## src/rtl/uart_pkg.sv

```systemverilog
// Shared types and helpers for the UART transmit-side blocks.
// Holds the arbiter state encoding, the default frame width and an index wrap helper.
package uart_pkg;

    localparam int unsigned UART_DATA_LEN = 8;

    typedef enum logic [1:0] {
        IDLE,
        ISSUE,
        WAIT,
        GAP
    } arb_state_t;

    // Wraps an index already known to be below 2*n back into 0..n-1.
    function automatic int unsigned rr_wrap(input int unsigned i, input int unsigned n);
        return (i >= n) ? i - n : i;
    endfunction

endpackage

```

## src/rtl/rr_picker.sv

```systemverilog
// Combinational rotating-priority encoder: returns the first asserted request
// at or above ptr, wrapping around, for reuse by any round-robin arbiter.
module rr_picker
    import uart_pkg::*;
#(
    parameter int unsigned N  = 4,
    parameter int unsigned IW = $clog2(N)
) (
    input  logic [N-1:0]  req,
    input  logic [IW-1:0] ptr,
    output logic          valid,
    output logic [IW-1:0] idx
);

    logic [2*N-1:0] req_dbl;
    logic [N-1:0]   req_rot;

    // Rotating a doubled copy puts requester ptr at bit 0.
    assign req_dbl = {req, req} >> ptr;
    assign req_rot = req_dbl[N-1:0];

    always_comb begin
        valid = 1'b0;
        idx   = '0;
        for (int unsigned j = 0; j < N; j++) begin
            if (!valid && req_rot[j]) begin
                valid = 1'b1;
                idx   = IW'(rr_wrap(ptr + j, N));
            end
        end
    end

endmodule

```

## src/rtl/uart_tx_arbiter.sv

```systemverilog
// Round-robin arbiter sharing one UART transmitter among NUM_REQ requesters,
// with packet locking, an inter-frame baud-tick gap and a lock timeout.
module uart_tx_arbiter
    import uart_pkg::*;
#(
    parameter int unsigned NUM_REQ      = 4,
    parameter int unsigned DATA_LEN     = UART_DATA_LEN,
    parameter int unsigned GAP_TICKS    = 16,
    parameter int unsigned LOCK_TIMEOUT = 160
) (
    input  logic                        clk,
    input  logic                        rst,
    input  logic [NUM_REQ-1:0]          req,
    input  logic [NUM_REQ-1:0]          req_last,
    input  logic [NUM_REQ*DATA_LEN-1:0] req_data,
    input  logic                        baud_tick,
    input  logic                        tx_done,
    output logic [NUM_REQ-1:0]          gnt,
    output logic                        tx_start,
    output logic [DATA_LEN-1:0]         tx_data,
    output logic [$clog2(NUM_REQ)-1:0]  owner,
    output logic                        locked,
    output logic                        busy
);

    localparam int unsigned IDX_W = $clog2(NUM_REQ);
    localparam int unsigned GAP_W = (GAP_TICKS > 0) ? $clog2(GAP_TICKS + 1) : 1;
    localparam int unsigned TO_W  = (LOCK_TIMEOUT > 0) ? $clog2(LOCK_TIMEOUT + 1) : 1;

    localparam logic [GAP_W-1:0] GAP_LAST = GAP_W'((GAP_TICKS > 0) ? GAP_TICKS - 1 : 0);
    localparam logic [TO_W-1:0]  TO_LAST  = TO_W'((LOCK_TIMEOUT > 0) ? LOCK_TIMEOUT - 1 : 0);
    localparam logic [IDX_W-1:0] IDX_MAX  = IDX_W'(NUM_REQ - 1);

    arb_state_t state, state_nxt;

    logic [IDX_W-1:0]    rr_ptr;
    logic [IDX_W-1:0]    pick_idx;
    logic [IDX_W-1:0]    win_idx;
    logic [IDX_W-1:0]    owner_inc;
    logic                pick_valid;
    logic                win_valid;
    logic                win_last;
    logic                last_q;
    logic [DATA_LEN-1:0] win_data;
    logic [GAP_W-1:0]    gap_cnt;
    logic [TO_W-1:0]     to_cnt;

    rr_picker #(
        .N  (NUM_REQ),
        .IW (IDX_W)
    ) u_picker (
        .req   (req),
        .ptr   (rr_ptr),
        .valid (pick_valid),
        .idx   (pick_idx)
    );

    assign owner_inc = (owner == IDX_MAX) ? '0 : owner + 1'b1;

    // A locked packet owner is the only eligible requester.
    assign win_valid = locked ? req[owner] : pick_valid;
    assign win_idx   = locked ? owner : pick_idx;

    always_comb begin
        win_data = '0;
        win_last = 1'b0;
        for (int unsigned i = 0; i < NUM_REQ; i++) begin
            if (win_idx == IDX_W'(i)) begin
                win_data = req_data[i*DATA_LEN +: DATA_LEN];
                win_last = req_last[i];
            end
        end
    end

    always_ff @(posedge clk) begin
        if (rst) begin
            state <= IDLE;
        end else begin
            state <= state_nxt;
        end
    end

    always_comb begin
        state_nxt = state;
        gnt       = '0;
        tx_start  = 1'b0;
        busy      = 1'b1;
        case (state)
            IDLE: begin
                busy = 1'b0;
                if (win_valid) begin
                    state_nxt = ISSUE;
                end
            end
            ISSUE: begin
                tx_start   = 1'b1;
                gnt[owner] = 1'b1;
                state_nxt  = WAIT;
            end
            WAIT: begin
                if (tx_done) begin
                    state_nxt = (GAP_TICKS > 0) ? GAP : IDLE;
                end
            end
            GAP: begin
                if (baud_tick && gap_cnt == GAP_LAST) begin
                    state_nxt = IDLE;
                end
            end
            default: state_nxt = IDLE;
        endcase
    end

    always_ff @(posedge clk) begin
        if (rst) begin
            owner   <= '0;
            tx_data <= '0;
            last_q  <= 1'b0;
            locked  <= 1'b0;
            rr_ptr  <= '0;
            gap_cnt <= '0;
            to_cnt  <= '0;
        end else begin
            if (state != IDLE) begin
                to_cnt <= '0;
            end
            case (state)
                IDLE: begin
                    if (win_valid) begin
                        owner   <= win_idx;
                        tx_data <= win_data;
                        last_q  <= win_last;
                        to_cnt  <= '0;
                    end else if (locked && baud_tick) begin
                        // Owner's req is low here; a re-raised req takes the branch above.
                        if (to_cnt == TO_LAST) begin
                            locked <= 1'b0;
                            rr_ptr <= owner_inc;
                            to_cnt <= '0;
                        end else begin
                            to_cnt <= to_cnt + 1'b1;
                        end
                    end
                end
                ISSUE: begin
                    if (last_q) begin
                        locked <= 1'b0;
                        rr_ptr <= owner_inc;
                    end else begin
                        locked <= 1'b1;
                    end
                end
                WAIT: begin
                    if (tx_done) begin
                        gap_cnt <= '0;
                    end
                end
                GAP: begin
                    if (baud_tick) begin
                        gap_cnt <= gap_cnt + 1'b1;
                    end
                end
                default: ;
            endcase
        end
    end

endmodule
```

## config.mk

```make
export PLATFORM = sky130hd
export DESIGN_NAME = uart_tx_arbiter
export DESIGN_NICKNAME = d
export VERILOG_FILES = /design/src/rtl/uart_pkg.sv /design/src/rtl/rr_picker.sv /design/src/rtl/uart_tx_arbiter.sv
export SDC_FILE = /design/constraint.sdc
export NUM_CORES = 1
export LEC_CHECK = 0
export CAP_MARGIN = 20
export CORE_MARGIN = 8
export CORE_UTILIZATION = 23
export DETAILED_ROUTE_END_ITERATION = 6
export HOLD_SLACK_MARGIN = 0.05
export PLACE_DENSITY = 0.5
export SYNTH_ARGS = -nofsm -noshare
export SYNTH_HDL_FRONTEND = slang
export SYNTH_HIERARCHICAL = 1
export SYNTH_SLANG_ARGS = --single-unit
```

## constraint.sdc

```tcl
create_clock -name clk -period 3.5 [get_ports clk]
set_input_delay 1.05 -clock clk [delete_from_list [all_inputs] [get_ports clk]]
set_output_delay 1.05 -clock clk [all_outputs]
set_load 0.01 [all_outputs]
```

==> results of run 1 <==
critical path, cell delays in order:
cell and delay (ns):
clkdlybuf4s50_1 0.57, mux2i_1 0.10, nor2_1 0.11, a311oi_1 0.09, mux2i_4 0.65, mux2_2 0.41, o211ai_1 0.19, a21oi_1 0.08
report_power, final:
group	total, uW	switching [uW]	internal (uW)
Sequential	463	65.2	398
Combinational	672	330	343
Clock	367	135	232
through the flow:
step	total power (uW)	utilization [%]	cell area (sq um)	hold WS (ns)
after CTS	1530	33.5	2750	0.478
after global placement	1150	32.1	2640	0.464
after floorplan	864	-	1940	0.445
final	1500	33.5	2750	0.479
after detailed placement	1150	32.1	2640	0.469
after global routing	1630	33.5	2750	0.495
cells in the final DEF, fill, tap and decap left out, drive strengths merged, types with 2 or more instances in the layout:
cell type      netlist  layout
mux2                12      12
nand4                2       2
and3                 2       2
or3                  2       2
a211oi               3       3
inv                 12      12
o211ai              10      10
ha                  11      11
buf                  5       3
a311oi               2       2
nand2               20      20
nand3                7       7
nor2b                3       3
nor2                22      22
nand2b               6       6
a31oi                2       2
and2                 5       5
o21ai               19      19
clkdlybuf4s50        0      60
xor2                 2       2
clkbuf               5       7
dfxtp               29      29
mux2i               12      12
nor3                 2       2
xnor2                2       2
a21oi               22      22
a22oi                2       2
sequential cells by signal (all words and copies together) (netlist names):
name,count
gap_cnt,5
last_q,1
locked,1
owner,2
rr_ptr,2
state,2
to_cnt,8
tx_data,8
worst paths after layout:
path / end / start / slack [ns]
min reg2reg: gap_cnt[1] / gap_cnt[1] / 0.48
min: gap_cnt[1] / gap_cnt[1] / 0.48
max: tx_data[2] / req[0] / 0.41
max reg2reg: tx_data[2] / state[0] / 1.25
per-layer routing:
layer	part of all wire, %	vias up	GRT usage (%)
met5	0	-	0
met4	1.7	0	3.87
met3	5.0	7	2.63
met2	48	28	15.7
met1	46	843	11.6
li1	-	947	-
kinds of logic after synthesis:
logic type,Yosys count,synth area share (%)
XOR/XNOR,4,1.80
multiplexers,24,14.0
adder cells (fa/ha/maj),11,7.08
buffers and inverters,22,5.41
flip-flops,29,29.9
AND/OR/NAND/NOR,75,18.6
AO/OA/AOI/OAI,68,23.2
layout make-up:
cell class / count / area [sq um]
Sequential cell: 29 / 581
Inverter: 12 / 45.0
Clock buffer: 7 / 86.3
Timing Repair Buffer: 63 / 623
Fill cell: 852 / 5460
Tap cell: 105 / 131
Multi-Input combinational cell: 182 / 1260
Clock inverter: 1 / 30.0
==> flow_metrics.tcl, run 1 <==
set metrics [dict create \
    core_area_sq_um 8220 \
    synthFlopType "dfxtp_1" \
    timing.final.ws_setup_ns 0.405 \
    yosys_warnings 6 \
    finalHoldViolCount 0 \
    ir_worst_vdd_mv 0.325 \
    rsz0062_at_grt "false" \
    cts_setup_buffers 0 \
    synth-edff-count 0 \
    reg2regPathDepth 7 \
    crit_path_end_kind "register" \
    tritoncts "yes" \
    period_share_pct 88.4 \
    finalCriticalPeriod_ns 3.09 \
    fin_tns_setup_ns 0 \
    die-area_sq_um 11600 \
    antenna_found_initial 0 \
    yosys-top-cells-area "dfxtp_1, ha_1, mux2_2" \
    power_density_nw_per_um2 546 \
    final_cells 399 \
    wl_mm 5.20 \
    worstMarginPinSlew_ns 0.781 \
    dpl_worst_slack_ns 0.110 \
    synth_cell_type_count 49 \
    startpoint_type "primary input" \
    p_leak_uw 0.00104 \
    wl_per_cell_um 13.0 \
    fp.dieW_um 108 \
    die_h_um 108 \
    clock_sinks 29 \
    status "complete, no violations" \
    ant_nets 0 \
    synth_area_sq_um 1940 \
    required_ns 3.67 \
    clockRootBuffer "clkbuf_8" \
    syn_avg_cell_area_sq_um 8.34 \
    gp_congestion 0.731 \
    ys_ff_latch 29 \
    initial_core_util_pct 23.6 \
    finalMaxSlewViolations 0 \
    maxCapViolations 0 \
    setup_viol 0 \
    first_global_vias 1867 \
    place_inst 391 \
    yosysMostFrequentCell "dfxtp_1" \
    clk_latency_ns 0.29 \
    drc 0 \
    cts.clk_slew.worst_paths_ns 0.06 \
    grt_pass1_wl_mm 8.98 \
    hold_depth 2 \
    synth_fp_nets 288 \
    yosysTopAreaCellShare_pct 29.9 \
    routed_via_density 4.57 \
    grt_start_max_net_pins 21 \
    drt_iter0_drc 32 \
    dp_hpwl_mm 3.95 \
    hp-class "register to register" \
    yosysTopAreaCell "dfxtp_1" \
    cts-hold-fix-buffers 0 \
    clock_path_buffers 2 \
    gr-total-overflow 0 \
    numCtsBuffers 5 \
    nNetsFinal 348 \
    syn_to_final_growth_pct 41.7 \
    fmax_mhz 323 \
    track_usage_pct 9.60 \
    cts_resized 0 \
    arrival_ns 3.26 \
    vias 1825 \
    ys_seq_area_share_pct 29.9 \
    yosys-top-cells-count "dfxtp_1, a21oi_1, nor2_1, nand2_1, o21ai_0" \
    finClkSkew_ns 0.0133 \
    portBuffers 60 \
    synth-async-reset-ratio_pct 0 \
    rows 33 \
    timing.slew.headroom_pct 46.8 \
    insertedDiodeCount 0 \
    htreeDepth 2 \
    firstDrtPassIters 6 \
    drive_gt1_share_pct 10.2 \
    ios 61 \
    critical_path.max_fanout 19 \
    postSynthCellCount 233 \
    worstSetupPathType "primary input to register" \
]
No activity file was read; power rests on OpenSTA's default activity.
==> inputs of run 2 (changes only) <==
- CELL_PAD_IN_SITES_DETAIL_PLACEMENT: default -> 1
- CELL_PAD_IN_SITES_GLOBAL_PLACEMENT: default -> 2
- PLACE_DENSITY: 0.5 -> 0.76
==> flow_metrics.tcl, run 2 (synthesis results as in run 1) <==
set metrics [dict create \
    required_ns 3.68 \
    setup_viol 0 \
    fmax_mhz 341 \
    numCtsBuffers 5 \
    cts_resized 0 \
    clock_power_share_pct 21.0 \
    crit_slowest_cell "clkdlybuf4s50_1" \
    p_sw_share_pct 37.4 \
    gp_congestion 0.712 \
    final_cell_mix "clkdlybuf4s50_1, dfxtp_1, nor2_1, a21oi_1, nand2_1" \
    dp_hpwl_mm 4.62 \
    startpoint_type "primary input" \
    finalHoldViolCount 0 \
    htreeDepth 2 \
    pwr-share-comb_pct 47.2 \
    cts.clk_slew.worst_paths_ns 0.07 \
    clock_sinks 29 \
    first_global_vias 2075 \
    die-area_sq_um 11600 \
    p_leak_uw 0.00104 \
    grt_start_max_net_pins 21 \
    switchingPower_uw 554 \
    gr-max-usage-layer "met2" \
    nNetsFinal 349 \
    wl_per_cell_um 14.6 \
    arrival_ns 3.11 \
    place_inst 392 \
    period_share_pct 83.8 \
    timing.slew.headroom_pct 46.3 \
    top_regs "to_cnt x8, tx_data x8, gap_cnt x5" \
    vias 1907 \
    gr-usage-met1_pct 12.2 \
    wl_mm 5.84 \
    worst-path-buf-inv 2 \
    rsz0062_at_grt "false" \
    finalCriticalPeriod_ns 2.93 \
    dpl_worst_slack_ns 0.261 \
    cts_setup_buffers 0 \
    timing.final.ws_setup_ns 0.567 \
    firstDrtPassIters 4 \
    finalMaxSlewViolations 0 \
    insertedDiodeCount 0 \
    die_h_um 108 \
    critical_path.max_fanout 19 \
    ir_worst_vdd_mv 0.228 \
    syn_to_final_growth_pct 42.0 \
    core_area_sq_um 8220 \
    hp-class "register to register" \
    clock_path_buffers 2 \
    gr-total-overflow 0 \
    routed_via_density 4.77 \
    maxCapViolations 0 \
    crit_path_end_kind "register" \
    worstMarginPinSlew_ns 0.803 \
    cpPeakStageDelay_ns 0.49 \
    ant_nets 0 \
    track_usage_pct 10.5 \
    layout.cells.most_common "clkdlybuf4s50_1" \
    power_density_nw_per_um2 537 \
    finClkSkew_ns 0.0126 \
    worstSetupPathType "primary input to register" \
    tritoncts "yes" \
    crit_chain "clkdlybuf4s50_1 > mux2i_1 > nor2_1 > a311oi_1 > mux2i_4 > buf_12 > mux2_2 > o211ai_1 > a21oi_1" \
    grt_pass1_wl_mm 9.85 \
    portBuffers 60 \
    initial_core_util_pct 23.6 \
    drive_gt1_share_pct 10.8 \
    met2_usage_pct 17.8 \
    final_cells 400 \
    cts-hold-fix-buffers 0 \
    fin_tns_setup_ns 0 \
    drc 0 \
    use_met3_pct 3.05 \
    drt_iter0_drc 37 \
    fin_util_pct 33.6 \
    clk_latency_ns 0.29 \
    rows 33 \
    fp.dieW_um 108 \
    p_int_uw 927 \
    antenna_found_initial 0 \
    critPathTopFamily "compound AO/OA/AOI/OAI gates" \
    seqPwrFrac_pct 31.8 \
    power.total_uw 1480 \
    clockRootBuffer "clkbuf_8" \
    status "complete, no violations" \
    ios 61 \
]
[run 2: cell count changes in the layout (fill, tap and decap cells not counted)]
cell,before,now
clkbuf_8,6,7
bufinv_16,1,0
buf_12,0,1
clkinv_2,0,1
clkbuf_1,1,0
[run 2: through the flow]
stage	hold slack (ns)	cell area, sq um
6_report	0.473	2760
5_1_grt	0.522	2760
4_1_cts	0.477	2760
3_5_place_dp	0.468	2660
3_3_place_gp	0.467	2660
2_1_floorplan	0.445	1940
[run 2: worst register-to-register path, delay by kind of cell, from the launching register on]
kind | cells | cell delay [ns]
AO/OA/AOI/OAI | 3 | 0.71
flip-flops | 1 | 0.60
multiplexers | 1 | 0.42
AND/OR/NAND/NOR | 1 | 0.38
[run 2: area by class of cell]
class	instances	area [sq um]
multi-input combinational	182	1260
fill	967	5460
timing repair buffer	64	643
inverter	12	45.0
clock buffer	7	96.3
tap	105	131
clock inverter	1	5.00
sequential	29	581
[run 2: path summary, 6_finish.rpt]
check / slack [ns] / start / end / cells after the start
max: 0.57 / req[0] / tx_data[2] / 9
min: 0.47 / last_q / last_q / 2
max reg2reg: 1.31 / owner[0] / to_cnt[6] / 5
min reg2reg: 0.47 / last_q / last_q / 2
[run 2: power by group through the flow]
stage / Clock [uW] / Combinational [uW] / Sequential (uW)
floorplan: 0 / 388 / 476
global placement: 0 / 698 / 481
detailed placement: 0 / 709 / 478
CTS: 317 / 715 / 473
global route: 337 / 774 / 485
finish: 311 / 699 / 471
[run 2: metal layers]
layer | share of wire [%] | wire [um] | up-vias
met3 | 4.8 | 278 | 9
met4 | 1.5 | 88 | 0
li1 | - | - | 954
met5 | 0 | 0 | -
met2 | 49 | 2830 | 40
met1 | 45 | 2640 | 904
==> inputs of run 3 (changes only) <==
- PLACE_DENSITY: 0.76 -> 0.79
- clock period: 3.5 -> 2.65 ns (I/O delays scaled with it)
==> flow_metrics.tcl, run 3 (synthesis results as in run 1) <==
set metrics [dict create \
    core_area_sq_um 8220 \
    fin_tns_setup_ns 0 \
    arrival_ns 2.77 \
    ios 61 \
    clockRootBuffer "clkbuf_8" \
    tritoncts "yes" \
    vias 1978 \
    nNetsFinal 364 \
    numCtsBuffers 5 \
    clk_latency_ns 0.28 \
    r2r-start "rr_ptr[1]" \
    worstMarginPinSlew_ns 0.522 \
    drive_gt1_share_pct 15.2 \
    crit_path_end_kind "register" \
    firstDrtPassIters 4 \
    drt_iter0_drc 43 \
    cts-hold-fix-buffers 0 \
    layout.cells.most_common "clkdlybuf4s50_1" \
    crit_chain "clkdlybuf4s50_1 > or4_1 > o21ai_1 > buf_4 > o211ai_2 > or3_1 > a21oi_1" \
    rr_endpoint "tx_data[6]" \
    p_sw_share_pct 36.4 \
    ir_worst_vdd_mv 0.317 \
    cpPeakStageDelay_ns 0.61 \
    routed_via_density 4.78 \
    p_int_uw 1250 \
    min_from "last_q" \
    grt_pass1_wl_mm 9.91 \
    die-area_sq_um 11600 \
    switchingPower_uw 717 \
    gr-usage-met1_pct 11.8 \
    reg2regPathDepth 8 \
    gr-max-usage-layer "met2" \
    maxCapViolations 0 \
    crit_slowest_cell "or4_1" \
    top_regs "to_cnt x8, tx_data x8, gap_cnt x5" \
    insertedDiodeCount 0 \
    final_cells 414 \
    final_cell_mix "clkdlybuf4s50_1, dfxtp_1, a21oi_1" \
    track_usage_pct 10.5 \
    portBuffers 60 \
    htreeDepth 2 \
    use_met3_pct 3.17 \
    timing.slew.headroom_pct 65.2 \
    cts.clk_slew.worst_paths_ns 0.06 \
    finalMaxSlewViolations 0 \
    wl_mm 5.94 \
    n_fill_cell 974 \
    critical_path.max_fanout 3 \
    first_global_vias 2122 \
    syn_to_final_growth_pct 48.2 \
    worstSetupPathType "primary input to register" \
    p_leak_uw 0.00112 \
    place_inst 407 \
    finalCriticalPeriod_ns 2.57 \
    gr-total-overflow 0 \
    wl_per_cell_um 14.4 \
    seqPwrFrac_pct 30.8 \
    initial_core_util_pct 23.6 \
    reg2reg_slack_ns 0.61 \
    antenna_found_initial 0 \
    startpoint_type "primary input" \
    status "complete, no violations" \
    rows 33 \
    hp-class "register to register" \
    clock_power_share_pct 18.6 \
    dp_hpwl_mm 4.78 \
    finalHoldViolCount 0 \
    fmax_mhz 390 \
    grt_start_max_net_pins 20 \
    rsz0062_at_grt "false" \
    hold_depth 2 \
    clock_sinks 29 \
    required_ns 2.86 \
    met2_usage_pct 18.5 \
    period_share_pct 96.8 \
    power_density_nw_per_um2 684 \
    setup_viol 0 \
    drc 0 \
    fp.dieW_um 108 \
    whs_endpoint "last_q" \
    finClkSkew_ns 0.00823 \
    clock_path_buffers 2 \
    ant_nets 0 \
    gp_congestion 0.758 \
    die_h_um 108 \
    pwr-share-comb_pct 50.6 \
]
## run 3: changes by cell type in the layout (fill, tap and decap cells not counted), sizes merged
cell / delta
clkdlybuf4s50: -1
clkinv: -1
dlymetal6s2s: +1
buf: +15
## run 3: through the flow
step	cell area (sq um)	hold WS, ns	setup slack, ns	total power (uW)	util, %
finish	2880	0.476	0.0850	1970	35.1
global route	2880	0.509	0.00733	2130	35.1
CTS	2870	0.479	0.000217	2010	34.9
detailed placement	2780	0.470	-0.277	1620	33.9
global placement	2780	0.463	-0.222	1600	33.9
floorplan	1940	0.445	0.293	1140	-
## run 3: metal layers
layer,wire (um),vias to the layer above
li1,-,979
met1,2560,958
met2,3020,34
met3,282,7
met4,82,0
met5,0,-
## run 3: layout make-up
class	count	area, sq um	share of cell area, %
multi-input cells	182	1270	44.0
well taps	105	131	4.56
repair buffers	79	771	26.8
inverters	12	45.0	1.56
clock buffers	7	86.3	3.00
flip-flops and latches	29	581	20.2
## run 3: power by group through the flow
stage | combinational (uW) | sequential, uW | clock (uW)
detailed placement | 1010 | 615 | 0
global placement | 989 | 612 | 0
CTS | 1010 | 608 | 385
finish | 998 | 607 | 366
floorplan | 513 | 629 | 0
global route | 1110 | 619 | 404
## run 3: critical path, delay by kind of cell
family | cells | cell delay (ns)
compound gates | 3 | 0.44
buf+inv | 2 | 0.60
simple gates | 2 | 0.94
## run 3: how the worst max path moves through the flow
stage                      start          to  slack, ns
final                     req[0]   rr_ptr[0]       0.08
after global routing      req[0]   rr_ptr[0]      0.007
after CTS                 req[2]  tx_data[6]     0.0002
after detailed placement  req[2]  tx_data[6]      -0.28
after global placement    req[2]      last_q      -0.22
after floorplan           req[0]      locked       0.29
## run 3: what timing repair did
| item | 4_1_cts | 5_1_grt |
|---|---|---|
| endpoints found under the hold margin | 0 | 0 |
| setup endpoints to repair | 0 | 13 |
| gates resized for setup | 0 | 4 |
| buffers inserted | 0 | 0 |
